--- config.mk ---
export PLATFORM = sky130hd
export DESIGN_NAME = memory_access
export DESIGN_NICKNAME = d
export VERILOG_FILES = /design/src/rtl/memory_access.sv
export SDC_FILE = /design/constraint.sdc
export NUM_CORES = 1
export LEC_CHECK = 0
export BUFFER_PORTS_ARGS = -buffer_cell sky130_fd_sc_hd__buf_4
export CAP_MARGIN = 10
export CORE_AREA = 4 4 113 115
export DETAILED_ROUTE_END_ITERATION = 10
export DIE_AREA = 0 0 117 119
export HOLD_SLACK_MARGIN = 0.03
export PLACE_DENSITY = 0.77
export RECOVER_POWER = 50
export SYNTH_ARGS = -nofsm -noshare
export SYNTH_HDL_FRONTEND = slang
export SYNTH_SLANG_ARGS = --single-unit
--- constraint.sdc ---
create_clock -name i_clk -period 6.6 [get_ports i_clk]
set_clock_uncertainty 0.2 [all_clocks]
set_input_delay 0.99 -clock i_clk [delete_from_list [all_inputs] [get_ports i_clk]]
set_output_delay 0.99 -clock i_clk [all_outputs]
set_load 0.005 [all_outputs]
--- src/rtl/memory_access.sv ---
// ---------------------------------------------------------------------------
// memory_access -- MA pipeline stage: issues data-memory requests, encodes
// store lanes, extracts/extends load data, and registers the MA/WB boundary.
//
// Ports:
//   i_clk, i_reset              clock, asynchronous active-low reset
//   i_control_ma_wb             {mem_read, mem_write, size[1:0], unsigned,
//                                mem_to_reg, reg_write}
//   i_result                    ALU result / memory address
//   i_w_data_mem                store data
//   i_rd_num                    destination register
//   o_dmem_req/we/addr/wdata/be data-memory request side
//   i_dmem_ack, i_dmem_rdata    data-memory completion and read word
//   o_stall                     hold upstream stages
//   o_misaligned                one-cycle registered exception pulse
//   o_control_wb, o_read_data,
//   o_alu_result, o_rd_num      registered WB-stage outputs
//   o_ex_rd_data, o_ex_rd_num,
//   o_ex_ctl_rw                 combinational forwarding to EX
// ---------------------------------------------------------------------------
module memory_access #(
    parameter int NB_DATA           = 32,
    parameter int NB_ADDR_REGISTERS = 5,
    parameter int NB_CONTROL_MA     = 5,
    parameter int NB_CONTROL_WB     = 2,
    parameter int NB_CONTROL_MA_WB  = 7
) (
    input  logic                         i_clk,
    input  logic                         i_reset,
    input  logic [NB_CONTROL_MA_WB-1:0]  i_control_ma_wb,
    input  logic [NB_DATA-1:0]           i_result,
    input  logic [NB_DATA-1:0]           i_w_data_mem,
    input  logic [NB_ADDR_REGISTERS-1:0] i_rd_num,
    output logic                         o_dmem_req,
    output logic                         o_dmem_we,
    output logic [NB_DATA-1:0]           o_dmem_addr,
    output logic [NB_DATA-1:0]           o_dmem_wdata,
    output logic [3:0]                   o_dmem_be,
    input  logic                         i_dmem_ack,
    input  logic [NB_DATA-1:0]           i_dmem_rdata,
    output logic                         o_stall,
    output logic                         o_misaligned,
    output logic [NB_CONTROL_WB-1:0]     o_control_wb,
    output logic [NB_DATA-1:0]           o_read_data,
    output logic [NB_DATA-1:0]           o_alu_result,
    output logic [NB_ADDR_REGISTERS-1:0] o_rd_num,
    output logic [NB_DATA-1:0]           o_ex_rd_data,
    output logic [NB_ADDR_REGISTERS-1:0] o_ex_rd_num,
    output logic                         o_ex_ctl_rw
);

    typedef enum logic {S_IDLE, S_WAIT} state_t;

    state_t state, state_next;

    // Control decode: MA field sits above the WB field.
    logic [NB_CONTROL_MA-1:0] ctl_ma;
    logic [NB_CONTROL_WB-1:0] ctl_wb;
    logic                     mem_read, mem_write, is_unsigned;
    logic [1:0]               size;
    logic                     mem_to_reg, reg_write;

    assign ctl_ma      = i_control_ma_wb[NB_CONTROL_MA_WB-1 -: NB_CONTROL_MA];
    assign ctl_wb      = i_control_ma_wb[NB_CONTROL_WB-1:0];
    assign mem_read    = ctl_ma[4];
    assign mem_write   = ctl_ma[3];
    assign size        = ctl_ma[2:1];
    assign is_unsigned = ctl_ma[0];
    assign mem_to_reg  = ctl_wb[1];
    assign reg_write   = ctl_wb[0];

    logic is_byte, is_half, is_word;
    assign is_byte = (size == 2'b00);
    assign is_half = (size == 2'b01);
    assign is_word = ~is_byte & ~is_half;   // 10 is treated as word

    logic access, misaligned;
    assign access     = mem_read | mem_write;
    assign misaligned = access & ((is_half & i_result[0]) |
                                  (is_word & (i_result[1:0] != 2'b00)));

    // Reset gates the request so it drops the instant reset asserts,
    // even while upstream still presents a memory instruction.
    assign o_dmem_req = i_reset & (((state == S_IDLE) & access & ~misaligned) |
                                   (state == S_WAIT));
    assign o_dmem_we  = o_dmem_req & mem_write & ~mem_read;
    assign o_stall    = o_dmem_req & ~i_dmem_ack;
    assign o_dmem_addr = {i_result[NB_DATA-1:2], 2'b00};

    always_ff @(posedge i_clk or negedge i_reset) begin
        if (!i_reset) state <= S_IDLE;
        else          state <= state_next;
    end

    always_comb begin
        state_next = state;
        case (state)
            S_IDLE: if (access & ~misaligned & ~i_dmem_ack) state_next = S_WAIT;
            S_WAIT: if (i_dmem_ack) state_next = S_IDLE;
            default: state_next = S_IDLE;
        endcase
    end

    // Little-endian store lane placement.
    always_comb begin
        o_dmem_be    = 4'b1111;
        o_dmem_wdata = i_w_data_mem;
        if (is_byte) begin
            o_dmem_be    = 4'b0001 << i_result[1:0];
            o_dmem_wdata = {4{i_w_data_mem[7:0]}};
        end else if (is_half) begin
            o_dmem_be    = i_result[1] ? 4'b1100 : 4'b0011;
            o_dmem_wdata = {2{i_w_data_mem[15:0]}};
        end
    end

    // Load lane extraction and extension.
    logic [7:0]         lb;
    logic [15:0]        lh;
    logic [NB_DATA-1:0] ext_data, load_data;

    always_comb begin
        case (i_result[1:0])
            2'b00:   lb = i_dmem_rdata[7:0];
            2'b01:   lb = i_dmem_rdata[15:8];
            2'b10:   lb = i_dmem_rdata[23:16];
            default: lb = i_dmem_rdata[31:24];
        endcase
        lh = i_result[1] ? i_dmem_rdata[31:16] : i_dmem_rdata[15:0];
        if (is_byte)
            ext_data = is_unsigned ? {{(NB_DATA-8){1'b0}}, lb}
                                   : {{(NB_DATA-8){lb[7]}}, lb};
        else if (is_half)
            ext_data = is_unsigned ? {{(NB_DATA-16){1'b0}}, lh}
                                   : {{(NB_DATA-16){lh[15]}}, lh};
        else
            ext_data = i_dmem_rdata;
    end

    // Only a live, aligned load samples the bus; anything else (including a
    // stray ack after reset) contributes zero.
    assign load_data = (mem_read & ~misaligned) ? ext_data : '0;

    assign o_ex_rd_data = mem_to_reg ? load_data : i_result;
    assign o_ex_rd_num  = i_rd_num;
    assign o_ex_ctl_rw  = reg_write & ~o_stall & ~misaligned &
                          (i_rd_num != '0);

    // MA/WB boundary: bubble while stalled, otherwise advance.
    always_ff @(posedge i_clk or negedge i_reset) begin
        if (!i_reset) begin
            o_control_wb <= '0;
            o_read_data  <= '0;
            o_alu_result <= '0;
            o_rd_num     <= '0;
            o_misaligned <= 1'b0;
        end else if (o_stall) begin
            o_control_wb <= '0;
            o_misaligned <= 1'b0;
        end else begin
            o_control_wb <= {mem_to_reg, reg_write & ~misaligned};
            o_read_data  <= load_data;
            o_alu_result <= i_result;
            o_rd_num     <= i_rd_num;
            o_misaligned <= misaligned;
        end
    end

endmodule

==> results.json <==
{
  "status": "complete, no violations",
  "yosysUniqueCellTypes": 45,
  "syn_inst": 494,
  "postCtsSetupRepairBufs": 0,
  "required_ps": 5410,
  "slew-limit-headroom_pct": 34.01,
  "numCtsBuffers": 9,
  "dr.pass1.iters": 4,
  "yosys.area_share.simple_pct": 10.52,
  "ant_nets": 0,
  "path_delay_family": "simple AND/OR/NAND/NOR gates",
  "powerDensity_nw_per_um2": 188.6,
  "wl_met1_um": 6719,
  "dieArea_um2": 13920,
  "fin_area_um2": 6910,
  "crit_chain": "buf_4, nor2b_1, and2_4, buf_4",
  "dr_wl_met3_um": 1318,
  "p_clk_share_pct": 34.4,
  "slowest_delay_ps": 730,
  "num_antenna_cells": 0,
  "core_area_um2": 11810,
  "min_to": "o_read_data[3]",
  "initial_core_util_pct": 41.28,
  "seqPwrFrac_pct": 38.2,
  "crit_slowest_cell": "buf_4",
  "wl_met2_um": 8653,
  "drt_iter0_drc": 319,
  "cts_tree": "done",
  "die_w_um": 117,
  "vdd_drop_max_mv": 0.1294,
  "path_buf_inv": 2,
  "netlist_top_cells_area": "dfrtp_1, mux2_1, buf_4, mux2i_1, mux2_2",
  "synth_compound_area_share_pct": 15.29,
  "synthMuxAreaShare_pct": 22.94,
  "port_buffers": 289,
  "cts.path.max_buffers": 2,
  "cts_sinks": 73,
  "maxSlewViolCount": 0,
  "grt_pass1_vias": 4459,
  "swShare_pct": 28.96,
  "syn2layout_area_growth_pct": 41.72,
  "htreeDepth": 3,
  "setup_viol": 0,
  "maxCapViolCount": 0,
  "hold_viol": 0,
  "combPwrFrac_pct": 27.4,
  "worstSkewPairLatency_ps": 330,
  "synth_top_family_by_area": "multiplexers",
  "tns_ps": 0,
  "p_int_uw": 925.8,
  "track_usage_pct": 23.95,
  "seq_area_frac_synth_pct": 37.46,
  "cp_max_fo": 75,
  "postCtsHoldBufs": 0,
  "worstSetupStartpointType": "input pin",
  "grt_max_degree": 76,
  "p_leak_nw": 3.339,
  "syn_avg_cell_area_um2": 9.870,
  "placed_area_um2": 6695,
  "critPathMostFrequentCell": "buf_4",
  "synth_fa_ha_area_share_pct": 0,
  "cts_resized": 0,
  "cp-end-kind": "output port",
  "multi_input_area_um2": 2387,
  "drive_gt1_share_pct": 46.03,
  "synth_seq_cells": 73,
  "dr.max_layer_used": "met4",
  "nNetsFinal": 823,
  "wire_per_inst_um": 19.59,
  "r2r_start": "state",
  "max_freq_mhz": 236.0,
  "hpwl_um": 13270,
  "fin_crit_ps": 4237,
  "tightest_slew_ps": 989.9,
  "overflow": 0,
  "routabilityCongestion": 0.8736,
  "netlist_area_um2": 4876,
  "rr_endpoint": "o_alu_result[12]",
  "r2r_cells": 4,
  "yosysTopAreaCellShare_pct": 37.46,
  "r2r_slack_ps": 4080,
  "period_share_pct": 64.20,
  "wl_um": 16930,
  "synth.yosys.warnings": 0,
  "synth_ff_type": "dfrtp_1",
  "fp.dieH_um": 119,
  "worstPathArrival_ps": 3050,
  "cts.clk_slew.worst_paths_ps": 60,
  "synth_xor_area_share_pct": 0,
  "regArea_um2": 1827,
  "synth-async-reset-ratio_pct": 100.0,
  "cts_root_buf": "clkbuf_16",
  "rsz0062_at_grt": "no",
  "rows": 40,
  "grt_antenna_before_repair": 0,
  "grt_pass1_wl_um": 25770,
  "final.fill_count": 1035,
  "hp-class": "reg -> reg",
  "hp-start": "o_read_data[3]",
  "io_pins": 292,
  "synth_area_leader_cell": "dfrtp_1",
  "criticalPathCategory": "in -> out",
  "synth_edf_count": 0,
  "hold_path_depth": 1,
  "vias": 4538,
  "drc": 0,
  "p_sw_uw": 377.5,
  "viasPerCell": 5.252
}
[worst max-delay path by stage]
stage,slack (ps),endpoint,cells past startpoint,startpoint
6_report,2360,o_stall,4,i_reset
5_1_grt,2070,o_ex_rd_data[6],6,i_control_ma_wb[4]
4_1_cts,2290,o_stall,4,i_reset
3_5_place_dp,2270,o_alu_result[12],5,i_reset
3_3_place_gp,2390,o_ex_rd_data[6],6,i_control_ma_wb[4]
2_1_floorplan,3030,o_ex_rd_data[21],6,i_result[0]
[state kept, by name, indices dropped and copies added (netlist names)]
| register | flops |
|---|---|
| o_control_wb | 2 |
| o_alu_result | 32 |
| o_rd_num | 5 |
| state | 1 |
| o_misaligned | 1 |
| o_read_data | 32 |
[worst reg2reg max path: stages (launching register included)]
cell     delay (ps)
dfrtp_1         350
a31o_1          330
and2_4          450
buf_4           640
mux2_2          440
[cells by family after synthesis]
| logic type | count (synthesis) |
|---|---|
| other | 1 |
| buffers and inverters | 116 |
| AO/OA/AOI/OAI | 99 |
| flip-flops | 73 |
| multiplexers | 94 |
| AND/OR/NAND/NOR | 111 |
[power by group through the flow]
stage	combinational, mW	clock (mW)	sequential (mW)
6_report	0.358	0.448	0.497
5_1_grt	0.389	0.486	0.501
4_1_cts	0.370	0.464	0.498
3_5_place_dp	0.368	0	0.506
3_3_place_gp	0.360	0	0.504
2_1_floorplan	0.164	0	0.507
[metrics by stage]
step	power, mW	setup slack [ps]	util (%)	std cells	hold WS, ps
global route	1.377	2067	58.51	864	296.7
finish	1.303	2363	58.51	864	286.8
floorplan	0.6709	3031	-	495	288.9
global placement	0.8640	2388	56.68	848	275.8
detailed placement	0.8746	2272	56.68	848	282.2
CTS	1.332	2287	58.98	864	296.1
[cell type report]
cell class / instances / area share [%]
clock inverter: 6 / 0.6156
clock buffer: 10 / 3.313
multi-input combinational: 306 / 34.55
tap: 147 / 2.662
inverter: 32 / 1.738
sequential: 73 / 26.43
timing repair buffer: 290 / 30.69
[routing by layer]
metal	vias up	track usage [%]
met5	-	0
met4	0	5.663
met3	20	6.148
met2	203	40.33
met1	2193	30.57
li1	2122	-
[synth_stat cells, types with 2 or more instances]
cell type,instances
and2_1,3
mux2_1,43
o21bai_1,3
nand2_1,41
a22o_1,6
o31ai_2,8
or2_1,2
mux2i_1,24
clkbuf_1,13
dfrtp_1,73
o21ai_0,11
o22ai_1,8
nor2b_1,4
inv_1,32
nor2_1,35
a21o_1,3
a21oi_1,18
buf_1,2
buf_6,3
o21a_1,7
a22oi_1,16
mux4_2,8
a2111oi_1,3
nand2b_1,3
buf_4,51
o31ai_1,6
a2111oi_0,3
nor3b_1,8
and3_1,2
buf_2,15
nand3_1,8
mux2_2,19
[layout by cell type, fill, tap and decap left out, types with 3 or more instances in the layout]
cell type / count
a22o_1: 6
inv_1: 32
nand2_1: 41
nor2b_1: 4
nor3b_1: 8
a22oi_1: 16
o21a_1: 7
o31ai_2: 8
o31ai_1: 6
nor2_1: 35
nand2b_1: 3
o21bai_1: 3
a21oi_1: 18
clkbuf_16: 9
o21ai_0: 11
buf_4: 202
a21o_1: 3
mux2i_1: 24
a2111oi_0: 3
mux2_2: 19
dfrtp_1: 73
clkbuf_1: 16
mux4_2: 8
nand3_1: 8
a2111oi_1: 3
o22ai_1: 8
clkbuf_4: 73
mux2_1: 43
(Power assumes the default switching activity.)
